### src/rtl/pi5_hat_pkg.sv
// Shared definitions for the Pi5 HAT front-panel logic: debounce FSM state
// encodings, default timing constants and a counter-width helper.
package pi5_hat_pkg;

    typedef enum logic [2:0] {
        IDLE       = 3'd0,
        DB_PRESS   = 3'd1,
        PRESSED    = 3'd2,
        LONG       = 3'd3,
        DB_RELEASE = 3'd4
    } db_state_t;

    // Defaults assume a 50 MHz clk50m: 20 ms debounce window, 1 s long press.
    localparam int DEF_DEBOUNCE_CYCLES = 1000000;
    localparam int DEF_LONG_CYCLES     = 50000000;
    localparam bit DEF_ACTIVE_LOW      = 1'b1;

    function automatic int cnt_width(input int n);
        return $clog2(n) + 1;
    endfunction

endpackage

### src/rtl/button_debounce_if.sv
// Pushbutton pin and debounced event outputs. The debouncer is the slave;
// whatever owns the pin and consumes the events is the master.
interface button_debounce_if;

    logic btn_in;
    logic btn_level;
    logic press_pulse;
    logic release_pulse;
    logic long_pulse;
    logic long_held;

    modport master (
        output btn_in,
        input  btn_level,
        input  press_pulse,
        input  release_pulse,
        input  long_pulse,
        input  long_held
    );

    modport slave (
        input  btn_in,
        output btn_level,
        output press_pulse,
        output release_pulse,
        output long_pulse,
        output long_held
    );

endinterface

### src/rtl/sync_2ff.sv
// Two-flop synchronizer for a single asynchronous bit; both flops reset to
// RESET_VALUE so the downstream logic sees a quiet input during reset.
module sync_2ff #(
    parameter bit RESET_VALUE = 1'b0
) (
    input  logic clk50m,
    input  logic rst_n,
    input  logic d,
    output logic q
);

    logic meta_reg;
    logic sync_reg;

    always_ff @(posedge clk50m or negedge rst_n) begin
        if (!rst_n) begin
            meta_reg <= RESET_VALUE;
            sync_reg <= RESET_VALUE;
        end else begin
            meta_reg <= d;
            sync_reg <= meta_reg;
        end
    end

    assign q = sync_reg;

endmodule

### src/rtl/button_debounce.sv
// Pushbutton debouncer with press/release/long-press strobes. The raw pin is
// synchronized, normalised to "1 = pressed" and fed to a five-state FSM.
module button_debounce
    import pi5_hat_pkg::*;
#(
    parameter int DEBOUNCE_CYCLES = DEF_DEBOUNCE_CYCLES,
    parameter int LONG_CYCLES     = DEF_LONG_CYCLES,
    parameter bit ACTIVE_LOW      = DEF_ACTIVE_LOW
) (
    input logic              clk50m,
    input logic              rst_n,
    button_debounce_if.slave btn
);

    localparam int DB_W   = cnt_width(DEBOUNCE_CYCLES);
    localparam int LONG_W = cnt_width(LONG_CYCLES);

    localparam logic [DB_W-1:0]   DB_LAST   = DB_W'(DEBOUNCE_CYCLES - 1);
    localparam logic [DB_W-1:0]   DB_SAT    = '1;
    localparam logic [LONG_W-1:0] LONG_LAST = LONG_W'(LONG_CYCLES - 1);
    localparam logic [LONG_W-1:0] LONG_SAT  = '1;

    logic btn_sync;
    logic pressed_s;

    db_state_t         state_reg, state_next;
    logic [DB_W-1:0]   db_cnt_reg, db_cnt_next;
    logic [LONG_W-1:0] long_cnt_reg, long_cnt_next;
    logic              long_seen_reg, long_seen_next;

    logic btn_level_reg, btn_level_next;
    logic press_pulse_reg, press_pulse_next;
    logic release_pulse_reg, release_pulse_next;
    logic long_pulse_reg, long_pulse_next;
    logic long_held_reg, long_held_next;

    // Synchronizer idles at the released pin level, which equals ACTIVE_LOW.
    sync_2ff #(
        .RESET_VALUE (ACTIVE_LOW)
    ) u_sync (
        .clk50m (clk50m),
        .rst_n  (rst_n),
        .d      (btn.btn_in),
        .q      (btn_sync)
    );

    assign pressed_s = btn_sync ^ ACTIVE_LOW;

    always_ff @(posedge clk50m or negedge rst_n) begin
        if (!rst_n) begin
            state_reg         <= IDLE;
            db_cnt_reg        <= '0;
            long_cnt_reg      <= '0;
            long_seen_reg     <= 1'b0;
            btn_level_reg     <= 1'b0;
            press_pulse_reg   <= 1'b0;
            release_pulse_reg <= 1'b0;
            long_pulse_reg    <= 1'b0;
            long_held_reg     <= 1'b0;
        end else begin
            state_reg         <= state_next;
            db_cnt_reg        <= db_cnt_next;
            long_cnt_reg      <= long_cnt_next;
            long_seen_reg     <= long_seen_next;
            btn_level_reg     <= btn_level_next;
            press_pulse_reg   <= press_pulse_next;
            release_pulse_reg <= release_pulse_next;
            long_pulse_reg    <= long_pulse_next;
            long_held_reg     <= long_held_next;
        end
    end

    always_comb begin
        state_next         = state_reg;
        db_cnt_next        = db_cnt_reg;
        long_cnt_next      = long_cnt_reg;
        long_seen_next     = long_seen_reg;
        btn_level_next     = btn_level_reg;
        press_pulse_next   = 1'b0;
        release_pulse_next = 1'b0;
        long_pulse_next    = 1'b0;
        long_held_next     = long_held_reg;

        case (state_reg)
            IDLE: begin
                if (pressed_s) begin
                    state_next  = DB_PRESS;
                    db_cnt_next = '0;
                end
            end

            DB_PRESS: begin
                if (!pressed_s) begin
                    state_next  = IDLE;
                    db_cnt_next = '0;
                end else if (db_cnt_reg >= DB_LAST) begin
                    state_next       = PRESSED;
                    db_cnt_next      = '0;
                    long_cnt_next    = '0;
                    long_seen_next   = 1'b0;
                    press_pulse_next = 1'b1;
                    btn_level_next   = 1'b1;
                end else if (db_cnt_reg != DB_SAT) begin
                    db_cnt_next = db_cnt_reg + 1'b1;
                end
            end

            PRESSED: begin
                // Every cycle spent in PRESSED counts, including the one that
                // leaves for DB_RELEASE, so a glitch costs only its own length.
                if (long_cnt_reg != LONG_SAT) begin
                    long_cnt_next = long_cnt_reg + 1'b1;
                end
                if (!pressed_s) begin
                    state_next  = DB_RELEASE;
                    db_cnt_next = '0;
                end else if (long_cnt_reg >= LONG_LAST) begin
                    state_next      = LONG;
                    long_seen_next  = 1'b1;
                    long_pulse_next = 1'b1;
                    long_held_next  = 1'b1;
                end
            end

            LONG: begin
                if (!pressed_s) begin
                    state_next  = DB_RELEASE;
                    db_cnt_next = '0;
                end
            end

            DB_RELEASE: begin
                if (pressed_s) begin
                    state_next = long_seen_reg ? LONG : PRESSED;
                end else if (db_cnt_reg >= DB_LAST) begin
                    state_next         = IDLE;
                    db_cnt_next        = '0;
                    long_seen_next     = 1'b0;
                    release_pulse_next = 1'b1;
                    btn_level_next     = 1'b0;
                    long_held_next     = 1'b0;
                end else if (db_cnt_reg != DB_SAT) begin
                    db_cnt_next = db_cnt_reg + 1'b1;
                end
            end

            default: begin
                state_next  = IDLE;
                db_cnt_next = '0;
            end
        endcase
    end

    assign btn.btn_level     = btn_level_reg;
    assign btn.press_pulse   = press_pulse_reg;
    assign btn.release_pulse = release_pulse_reg;
    assign btn.long_pulse    = long_pulse_reg;
    assign btn.long_held     = long_held_reg;

endmodule

### src/flat_wrapper.sv
// flat-port wrapper written by rule: the top's interface ports become plain ports
module button_debounce_flat import pi5_hat_pkg::*;
#(
    parameter int DEBOUNCE_CYCLES = DEF_DEBOUNCE_CYCLES,
    parameter int LONG_CYCLES     = DEF_LONG_CYCLES,
    parameter bit ACTIVE_LOW      = DEF_ACTIVE_LOW
)
  (clk50m, rst_n, btn_btn_in, btn_btn_level, btn_press_pulse, btn_release_pulse, btn_long_pulse, btn_long_held);
  button_debounce_if btn_i ();
  input logic clk50m;
  input logic rst_n;
  input wire logic [$bits(btn_i.btn_in)-1:0] btn_btn_in;
  output wire logic [$bits(btn_i.btn_level)-1:0] btn_btn_level;
  output wire logic [$bits(btn_i.press_pulse)-1:0] btn_press_pulse;
  output wire logic [$bits(btn_i.release_pulse)-1:0] btn_release_pulse;
  output wire logic [$bits(btn_i.long_pulse)-1:0] btn_long_pulse;
  output wire logic [$bits(btn_i.long_held)-1:0] btn_long_held;
  assign btn_i.btn_in = btn_btn_in;
  assign btn_btn_level = btn_i.btn_level;
  assign btn_press_pulse = btn_i.press_pulse;
  assign btn_release_pulse = btn_i.release_pulse;
  assign btn_long_pulse = btn_i.long_pulse;
  assign btn_long_held = btn_i.long_held;
  button_debounce #(.DEBOUNCE_CYCLES(DEBOUNCE_CYCLES), .LONG_CYCLES(LONG_CYCLES), .ACTIVE_LOW(ACTIVE_LOW)) u_core (.clk50m(clk50m), .rst_n(rst_n), .btn(btn_i));
endmodule
### config.mk
export PLATFORM = sky130hd
export DESIGN_NAME = button_debounce_flat
export DESIGN_NICKNAME = d
export VERILOG_FILES = /design/src/rtl/pi5_hat_pkg.sv /design/src/rtl/button_debounce_if.sv /design/src/rtl/sync_2ff.sv /design/src/rtl/button_debounce.sv /design/src/flat_wrapper.sv
export SDC_FILE = /design/constraint.sdc
export NUM_CORES = 1
export LEC_CHECK = 0
export BUFFER_PORTS_ARGS = -buffer_cell sky130_fd_sc_hd__buf_4
export CAP_MARGIN = 20
export CELL_PAD_IN_SITES_DETAIL_PLACEMENT = 1
export CELL_PAD_IN_SITES_GLOBAL_PLACEMENT = 2
export CORE_ASPECT_RATIO = 0.8
export CORE_UTILIZATION = 36
export DETAILED_ROUTE_END_ITERATION = 16
export PLACE_DENSITY = 0.79
export SLEW_MARGIN = 0
export SYNTH_ARGS = -nofsm -noshare
export SYNTH_HDL_FRONTEND = slang
export SYNTH_SLANG_ARGS = --single-unit
### constraint.sdc
create_clock -name clk50m -period 2.3 [get_ports clk50m]
set_input_delay 0.23 -clock clk50m [delete_from_list [all_inputs] [get_ports clk50m]]
set_output_delay 0.23 -clock clk50m [all_outputs]
set_load 0.005 [all_outputs]
==> run metrics, run 1 <==
DR WL/cell=16.1 um; worst reg-to-reg setup slack=50 ps; Overall Global Routing Usage=19.0%; Data arrival, critical path=2480 ps; Placed Instance Area=3430 um2; Synth async-reset ratio=100%; Required @ worst endpoint=2530 ps; starting utilization of the core area=38.1%; sequential power share=50.6%; Std-Cell Rows=29; RSZ-0062 raised after global routing=true; combinational cell fraction of total power=9.1%; total setup violations reported at the end of the flow=0; Max clock buf depth=2; outcome=finished, final reports clean; P_sw=0.543 mW; least setup slack across all paths after layout=51.4 ps; clock latency reported for the late side of the worst-skew pair=350 ps; LEAKAGE=1.60 nW; layout filler cell count=941; die outline area=8970 um2; DPL Wire Length=5360 um; die span in y=84.9 um; Post-synth top cells=sky130_fd_sc_hd__nor2_1, sky130_fd_sc_hd__dfrtp_1, sky130_fd_sc_hd__nand2_1; post-place setup slack=81.4 ps; critical path cell sequence=or3_4 > or4_4 > a21oi_4 > nor3_4 > buf_12 > a21oi_4 > buf_12 > nor2_1; global-route wire length before repair=13200 um; Pwr Density=581 nW/um2; number of cells in the design after placement=462; final total power=2.17 mW; #FFs+latches synth=59; Yosys cell types=50; worst hold path type=reg2reg; synth-to-layout area growth=20.5%; combined area of all synthesized cells=3090 um2; number of clock sinks seen by CTS=59; longest individual stage delay on the worst path=540 ps; final-layout worst hold slack=356 ps; most used flip-flop cell after synthesis=sky130_fd_sc_hd__dfrtp_1; number of hold violations in the final report=0; number of enable-type register cells in the synthesized netlist=0; post-route cell area=3730 um2; via count of the first global-routing pass=2562; sw frac=25.0%; final cell count without fillers=483; area taken by flip-flops and latches=1480 um2; area occupied by multi-input gates=1600 um2; CP Class=reg2reg; number of antenna violations at the first check in global routing=0; synthesized netlist cell count=334; width of the die=106 um; clock slew at reported path FFs=60 ps; mean cell area of the mapped netlist=9.26 um2; Via density=5.35; Clock Skews=9.70 ps; remaining design rule violation count=0; fraction of the yosys area taken by sequential cells=47.8%; nets in the synthesized netlist=339; Max IR drop VDD=0.000385 V; peak clock frequency supported by timing=445 MHz; clock tree root driver cell=sky130_fd_sc_hd__clkbuf_8; number of nets in the layout=376; Slew Viols, Final=0; number of max-cap violations=0; internal power component=1.62 mW; count of routing violations after the opening detailed-route iteration=114; largest net degree at the start of global routing=60; accumulated negative setup slack=0 ps; area of the core region=8130 um2; total via count after detailed routing=2583; CTS tree=done; synth warn=0; IO Pins=8; type of element launching the critical path=flop; number of clock buffers inserted by TritonCTS=9; largest fanout on the critical path=19; Tcrit/Tclk final=97.8%; Setup crit end kind=flop; top-count cell post-synth=sky130_fd_sc_hd__nor2_1; number of routed nets with antenna violations=0; flip-flop count of the largest register after layout=27; part of the power in the clock network=40.3%; Tmin final=2250 ps; end-of-flow core utilization=45.8%; Critical Path Slowest Stage Cell=sky130_fd_sc_hd__or4_4; fraction of synthesized cell area taken by the top area cell type=46.1%; routability congestion estimate from global placement=0.778; overall overflow remaining after global route=0; Tightest Pin Transition=754 ps; total iterations of the first detailed-routing run=4; Detailed Route WL=7780 um; # H-tree levels=3; IO buf count=7; antenna diode count=0; Slew headroom=49.7%; biggest area consumer among synthesized cells=sky130_fd_sc_hd__dfrtp_1; ratio of cells with drive above 1 in the final layout=16.8%; top area cells in the synthesized netlist=sky130_fd_sc_hd__dfrtp_1, sky130_fd_sc_hd__nor2_1, sky130_fd_sc_hd__xor2_1
-- layout make-up --
type	count	share of cell area, %
Multi-Input combinational cell	259	42.9
Sequential cell	59	39.7
Timing Repair Buffer	36	8.39
Clock buffer	13	4.53
Tap cell	108	3.63
Inverter	6	0.604
Clock inverter	2	0.269
-- placed cells by master, fill, tap and decap left out, drive strengths merged, types with 4 or more instances in the layout --
cell type / instances
xnor2: 14
dfrtp: 57
buf: 34
nor2: 64
inv: 6
clkbuf: 13
nand3: 22
and4: 6
o21ai: 8
xor2: 24
nand2: 27
nor4: 4
nor3b: 4
and3: 8
nor3: 12
a21oi: 10
nand4: 17
-- repair_timing --
item	4_1_cts	5_1_grt
hold endpoints to repair	58	0
resized for setup	0	10
setup buffers	0	4
endpoints found under the setup margin	0	28
hold buffers	2	0
-- power groups by stage --
stage          combinational [mW]  clock [mW]  sequential, mW
6_report                    0.197       0.874            1.10
3_5_place_dp                0.182           0            1.11
4_1_cts                     0.185       0.905            1.09
3_3_place_gp                0.176           0            1.11
5_1_grt                     0.228       0.941            1.10
2_1_floorplan              0.0927           0            1.11
-- worst max-delay path, delay by kind of cell, from the launching register on --
kind            cells  cell delay, ps
compound gates      2             340
flops               1             380
buf+inv             2             320
simple gates        4            1090
-- per-layer routing --
metal | up-vias | share of wire (%) | wire [um] | global-route usage [%]
li1 | 1256 | - | - | -
met5 | - | 0 | 0 | 0
met3 | 10 | 3.6 | 282 | 4.84
met1 | 1282 | 52 | 4040 | 27.5
met2 | 35 | 43 | 3340 | 27.3
met4 | 0 | 1.5 | 116 | 7.32
-- worst paths after layout --
check                                                 start                             endpoint  depth (start not counted)
min in group asynchronous                             rst_n  u_core.long_cnt_reg[14]$_DFFE_PN0P_                          2
max reg2reg                u_core.db_cnt_reg[7]$_DFFE_PN0P_    u_core.db_cnt_reg[15]$_DFFE_PN0P_                          8
max                        u_core.db_cnt_reg[7]$_DFFE_PN0P_    u_core.db_cnt_reg[15]$_DFFE_PN0P_                          8
min                        u_core.u_sync.meta_reg$_DFF_PN1_            u_core.u_sync.q$_DFF_PN1_                          0
max in group asynchronous                             rst_n    u_core.db_cnt_reg[12]$_DFFE_PN0P_                          2
min reg2reg                u_core.u_sync.meta_reg$_DFF_PN1_            u_core.u_sync.q$_DFF_PN1_                          0
-- kinds of logic after synthesis --
kind of cell             Yosys count  synth area share, %
AO/OA/AOI/OAI                     41                 9.43
XOR/XNOR                          38                 10.8
adder cells (fa/ha/maj)            2                0.809
buffers and inverters             16                 2.22
flip-flops                        59                 47.8
multiplexers                       2                0.647
AND/OR/NAND/NOR                  176                 28.3
(Power assumes the default switching activity.)
==> run 2, diff against run 1 <==
--- a/config.mk
+++ b/config.mk
@@ -10,9 +10,9 @@
 export CELL_PAD_IN_SITES_DETAIL_PLACEMENT = 1
 export CELL_PAD_IN_SITES_GLOBAL_PLACEMENT = 2
 export CORE_ASPECT_RATIO = 0.8
-export CORE_UTILIZATION = 36
+export CORE_UTILIZATION = 35
 export DETAILED_ROUTE_END_ITERATION = 16
-export PLACE_DENSITY = 0.79
+export PLACE_DENSITY = 0.78
 export SLEW_MARGIN = 0
 export SYNTH_ARGS = -nofsm -noshare
 export SYNTH_HDL_FRONTEND = slang
==> run 2 against run 1 <==
Total power increased by 8.2%; utilization is 2.0 points lower; hold slack improved by 0.83 ps; global-route usage fell by 0.63 points; routed wire length is 1.8% higher; critical path type unchanged; sequential power hardly changed.
==> run metrics, run 2 (same netlist as run 1, synthesis figures left out) <==
global-route layer with the greatest usage=met1; count of routing violations after the opening detailed-route iteration=143; Std-Cell Rows=30; number of hold violations in the final report=0; part of the power in the clock network=45.8%; outcome=finished, final reports clean; accumulated negative setup slack=0 ps; DR WL/cell=16.4 um; CP Class=reg2reg; die outline area=9220 um2; antenna diode count=0; total iterations of the first detailed-routing run=4; final total power=2.34 mW; global-route wire length before repair=13100 um; width of the die=107 um; P_sw=0.565 mW; area taken by flip-flops and latches=1480 um2; longest individual stage delay on the worst path=560 ps; clock latency reported for the late side of the worst-skew pair=340 ps; Data arrival, critical path=2490 ps; Pwr Density=628 nW/um2; LEAKAGE=1.59 nW; routability congestion estimate from global placement=0.746; Clock Skews=15.9 ps; met1 Resource Use GR=27.2%; sw frac=24.1%; commonest non-fill, non-tap cells in the layout=sky130_fd_sc_hd__nor2_1, sky130_fd_sc_hd__dfrtp_1, sky130_fd_sc_hd__nand2_1; Slew headroom=49.0%; # H-tree levels=3; end-of-flow core utilization=43.8%; die span in y=86.1 um; sequential power share=46.4%; area of the core region=8520 um2; Setup crit end kind=flop; worst hold path type=reg2reg; IO Pins=8; via count of the first global-routing pass=2533; Max IR drop VDD=0.000252 V; Overall Global Routing Usage=18.4%; number of antenna violations at the first check in global routing=0; M3 GR Usage=4.56%; Detailed Route WL=7920 um; Critical path buffers and inverters=0; DPL Wire Length=5390 um; largest fanout on the critical path=6; overall overflow remaining after global route=0; flip-flop count of the largest register after layout=27; ratio of cells with drive above 1 in the final layout=15.6%; least setup slack across all paths after layout=76.8 ps; global routing met2 resource utilization=27.0%; layout filler cell count=989; largest net degree at the start of global routing=60; synth-to-layout area growth=20.7%; IO buf count=7; type of element launching the critical path=flop; Slew Viols, Final=0; Required @ worst endpoint=2560 ps; Max clock buf depth=2; Tcrit/Tclk final=96.7%; most frequent standard cell in the layout excluding fill and tap cells=sky130_fd_sc_hd__nor2_1; remaining design rule violation count=0; post-place setup slack=37.2 ps; area occupied by multi-input gates=1590 um2; total setup violations reported at the end of the flow=0; clock tree root driver cell=sky130_fd_sc_hd__clkbuf_8; critical path cell sequence=or3_4 > or4_4 > a21oi_4 > nor3_4 > or3b_1 > a31oi_1; number of nets in the layout=371; Tightest Pin Transition=764 ps; Via density=5.32; combinational cell fraction of total power=7.9%; clock slew at reported path FFs=70 ps; number of clock buffers inserted by TritonCTS=9; number of cells in the design after placement=464; CTS tree=done; cell class contributing the biggest share of worst-path delay=simple AND/OR/NAND/NOR gates; number of clock sinks seen by CTS=59; peak clock frequency supported by timing=450 MHz; number of routed nets with antenna violations=0; starting utilization of the core area=36.3%; Tmin final=2220 ps; total via count after detailed routing=2570; final cell count without fillers=483; internal power component=1.78 mW; Critical Path Slowest Stage Cell=sky130_fd_sc_hd__or4_4; number of max-cap violations=0
run 2: changes by cell type in the layout (fill, tap and decap cells not counted):
cell / change
sky130_fd_sc_hd__buf_12: -1
sky130_fd_sc_hd__buf_4: -5
sky130_fd_sc_hd__bufinv_16: +2
sky130_fd_sc_hd__clkbuf_1: +1
sky130_fd_sc_hd__clkbuf_16: +1
sky130_fd_sc_hd__clkbuf_8: -2
sky130_fd_sc_hd__clkinv_2: -2
sky130_fd_sc_hd__clkinvlp_4: +2
sky130_fd_sc_hd__ha_1: +1
sky130_fd_sc_hd__ha_4: -1
sky130_fd_sc_hd__nor3b_1: -1
sky130_fd_sc_hd__nor3b_2: +1
run 2: cell type report:
class | count | area share [%]
multi-input cells | 259 | 42.6
flip-flops and latches | 59 | 39.6
repair buffers | 31 | 7.51
clock buffers | 12 | 3.89
well taps | 112 | 3.75
clock inverters | 4 | 2.01
inverters | 6 | 0.603
run 2: power by group through the flow:
stage | Sequential, mW | Combinational (mW) | Clock (mW)
6_report | 1.09 | 0.184 | 1.07
5_1_grt | 1.09 | 0.206 | 1.14
4_1_cts | 1.09 | 0.186 | 1.10
3_5_place_dp | 1.11 | 0.183 | 0
3_3_place_gp | 1.11 | 0.177 | 0
2_1_floorplan | 1.11 | 0.0927 | 0
run 2: repair_timing:
item	CTS	global route
setup endpoints to repair	0	30
gates resized for setup	0	9
setup buffers	0	0
hold buffers	2	0
hold endpoints to repair	30	0
run 2: worst reg2reg max path: cells and delay by family, from the launching register on:
kind,cells,cell delay [ps]
AOI/OAI and AO/OA,2,370
DFF,1,380
and+or+nand+nor,4,1410
run 2: worst paths after layout:
path | start | endpoint | slack, ps | cells after the start
min reg2reg | u_core.u_sync.meta_reg$_DFF_PN1_ | u_core.u_sync.q$_DFF_PN1_ | 360 | 0
max | u_core.db_cnt_reg[11]$_DFFE_PN0P_ | u_core.state_reg[1]$_DFFE_PN0P_ | 80 | 6
min | u_core.u_sync.meta_reg$_DFF_PN1_ | u_core.u_sync.q$_DFF_PN1_ | 360 | 0
max reg2reg | u_core.db_cnt_reg[11]$_DFFE_PN0P_ | u_core.state_reg[1]$_DFFE_PN0P_ | 80 | 6
min in group asynchronous | rst_n | u_core.btn.press_pulse$_DFF_PN0_ | 500 | 2
max in group asynchronous | rst_n | u_core.db_cnt_reg[2]$_DFFE_PN0P_ | 1280 | 2
run 2: stage by stage:
step	cell area [um2]	hold WS, ps
3_5_place_dp	3420	344
3_3_place_gp	3420	343
6_report	3730	357
2_1_floorplan	3090	-65.6
5_1_grt	3730	360
4_1_cts	3660	358
run 2: per-layer routing:
layer  share of wire, %  vias up
met5                  0        -
met3                2.6        9
li1                   -     1243
met2                 44       26
met1                 52     1292
met4                1.0        0
==> run 3, diff against run 2 <==
--- a/config.mk
+++ b/config.mk
@@ -12,8 +12,9 @@
 export CORE_ASPECT_RATIO = 0.8
 export CORE_UTILIZATION = 35
 export DETAILED_ROUTE_END_ITERATION = 16
-export PLACE_DENSITY = 0.78
+export PLACE_DENSITY = 0.77
 export SLEW_MARGIN = 0
 export SYNTH_ARGS = -nofsm -noshare
 export SYNTH_HDL_FRONTEND = slang
+export SYNTH_HIERARCHICAL = 1
 export SYNTH_SLANG_ARGS = --single-unit
==> run 3 against run 2 <==
The run now ends with hold timing, setup timing left; utilization rose by 4.4 points; sequential share of layout area down 6.5 points; synthesized cell count increased by 8.4%; sequential power is essentially flat; highest routed layer unchanged; critical endpoint is now u_core/long_cnt_reg[23]$_DFFE_PN0P_; worst setup slack worse by 250 ps.
==> run metrics, run 3 <==
CTS tree=done; accumulated negative setup slack=-5920 ps; Via density=5.52; number of max-cap violations=0; largest fanout on the critical path=5; #FFs+latches synth=59; least setup slack across all paths after layout=-174 ps; fraction of the yosys area taken by sequential cells=43.2%; via count of the first global-routing pass=2990; LEAKAGE=1.97 nW; clock tree root driver cell=sky130_fd_sc_hd__clkbuf_16; global-route wire length before repair=15600 um; worst hold path type=in2async; total via count after detailed routing=2974; end-of-flow core utilization=48.2%; violated checks=hold timing, setup timing; total iterations of the first detailed-routing run=4; synthesized netlist cell count=362; Placed Instance Area=3880 um2; die span in y=90.5 um; Pwr Density=582 nW/um2; hold buffers post-CTS=0; top area cells in the synthesized netlist=sky130_fd_sc_hd__dfrtp_1, sky130_fd_sc_hd__mux2i_1, sky130_fd_sc_hd__nor2_1; Max IR drop VDD=0.000532 V; Synth async-reset ratio=100%; biggest area consumer among synthesized cells=sky130_fd_sc_hd__dfrtp_1; antenna diode count=0; RSZ-0062 raised after global routing=true; final cell count without fillers=539; commonest non-fill, non-tap cells in the layout=sky130_fd_sc_hd__dfrtp_1, sky130_fd_sc_hd__buf_4, sky130_fd_sc_hd__nor2_1; top-count cell post-synth=sky130_fd_sc_hd__dfrtp_1; number of antenna violations at the first check in global routing=0; Tcrit/Tclk final=108%; number of enable-type register cells in the synthesized netlist=0; flip-flop count of the largest register after layout=27; width of the die=113 um; peak clock frequency supported by timing=404 MHz; number of cells in the design after placement=509; number of clock buffers inserted by TritonCTS=9; IO Pins=8; synth-to-layout area growth=30.6%; type of element launching the critical path=flop; Required @ worst endpoint=2510 ps; combined area of all synthesized cells=3420 um2; post-place setup slack=-215 ps; IO buf count=7; routability congestion estimate from global placement=0.759; Yosys cell types=53; synth warn=6; most frequent standard cell in the layout excluding fill and tap cells=sky130_fd_sc_hd__dfrtp_1; Tightest Pin Transition=788 ps; nets in the synthesized netlist=367; final-layout worst hold slack=-41.2 ps; # H-tree levels=3; area of the core region=9270 um2; overall overflow remaining after global route=0; most used flip-flop cell after synthesis=sky130_fd_sc_hd__dfrtp_1; Clock Skews=5.37 ps; fraction of synthesized cell area taken by the top area cell type=41.7%; DR WL/cell=18.5 um; Max clock buf depth=2; Overall Global Routing Usage=19.6%; ratio of cells with drive above 1 in the final layout=25.7%; CP Class=reg2reg; number of hold violations in the final report=22; largest net degree at the start of global routing=60; Data arrival, critical path=2690 ps; final total power=2.60 mW; number of clock sinks seen by CTS=59; Tmin final=2470 ps; count of routing violations after the opening detailed-route iteration=154; clock latency reported for the late side of the worst-skew pair=330 ps; Setup crit end kind=flop; starting utilization of the core area=36.9%; clock slew at reported path FFs=50 ps; Slew Viols, Final=0; Detailed Route WL=9970 um; post-route cell area=4470 um2; outcome=finished, violations left; DPL Wire Length=6280 um; mean cell area of the mapped netlist=9.46 um2; number of nets in the layout=424; Post-synth top cells=sky130_fd_sc_hd__dfrtp_1, sky130_fd_sc_hd__nor2_1, sky130_fd_sc_hd__nand2_1; number of routed nets with antenna violations=0; Std-Cell Rows=31; Slew headroom=47.5%; total setup violations reported at the end of the flow=50; remaining design rule violation count=0; die outline area=10200 um2
-- run 3: worst max-delay path, cell delays in order, from the launching register on --
cell	delay [ps]
sky130_fd_sc_hd__dfrtp_1	380
sky130_fd_sc_hd__or4_4	540
sky130_fd_sc_hd__a2111o_1	350
sky130_fd_sc_hd__o211a_4	290
sky130_fd_sc_hd__a211oi_4	330
sky130_fd_sc_hd__buf_6	180
sky130_fd_sc_hd__mux2i_2	220
sky130_fd_sc_hd__nor3_2	60
-- run 3: per-layer routing --
| layer | track usage (%) | vias up | routed length (um) |
|---|---|---|---|
| met4 | 5.33 | 0 | 99 |
| met3 | 4.43 | 8 | 270 |
| li1 | - | 1442 | - |
| met2 | 29.7 | 28 | 4480 |
| met1 | 28.0 | 1496 | 5110 |
| met5 | 0 | - | 0 |
-- run 3: path summary, 6_finish.rpt --
path | from | end | slack (ps) | cells after the start
max | u_core/db_cnt_reg[11]$_DFFE_PN0P_ | u_core/long_cnt_reg[23]$_DFFE_PN0P_ | -170 | 7
min in group clk50m | btn_btn_in | u_core/u_sync/meta_reg$_DFF_PN1_ | 10 | 1
max reg2reg | u_core/db_cnt_reg[11]$_DFFE_PN0P_ | u_core/long_cnt_reg[23]$_DFFE_PN0P_ | -170 | 7
min reg2reg | u_core/u_sync/meta_reg$_DFF_PN1_ | u_core/u_sync/q$_DFF_PN1_ | 360 | 0
max in group asynchronous | rst_n | u_core/long_cnt_reg[3]$_DFFE_PN0P_ | 1790 | 1
min | rst_n | u_core/btn.long_held$_DFFE_PN0P_ | -40 | 1
-- run 3: repair_timing --
action                                  4_1_cts  5_1_grt
endpoints found under the setup margin       31       53
endpoints found under the hold margin         0        0
buffers inserted                              3        8
pin swaps                                     4        3
resized for setup                            12       17
cloned                                        0        3
-- run 3: report_power, final --
part / internal, mW / total [mW] / switching (mW)
Clock: 0.814 / 1.28 / 0.468
Combinational: 0.0943 / 0.228 / 0.133
Sequential: 1.07 / 1.09 / 0.0265
Total: 1.97 / 2.60 / 0.628
-- run 3: cell families after synthesis --
kind of cell | after synthesis | share of synthesized area [%]
xor gates and xnor gates | 19 | 4.86
adders and majority gates | 2 | 0.731
AOI/OAI and AO/OA | 69 | 15.2
and+or+nand+nor | 166 | 26.4
buffers and inverters | 28 | 4.02
DFF | 59 | 43.2
muxes | 19 | 5.56
-- run 3: layout make-up --
| class | count | area [um2] |
|---|---|---|
| Sequential cell | 59 | 1480 |
| Clock buffer | 14 | 274 |
| Clock inverter | 2 | 10.0 |
| Multi-Input combinational cell | 275 | 1930 |
| Fill cell | 1070 | 4800 |
| Timing Repair Buffer | 65 | 599 |
| Tap cell | 115 | 144 |
| Inverter | 9 | 33.8 |
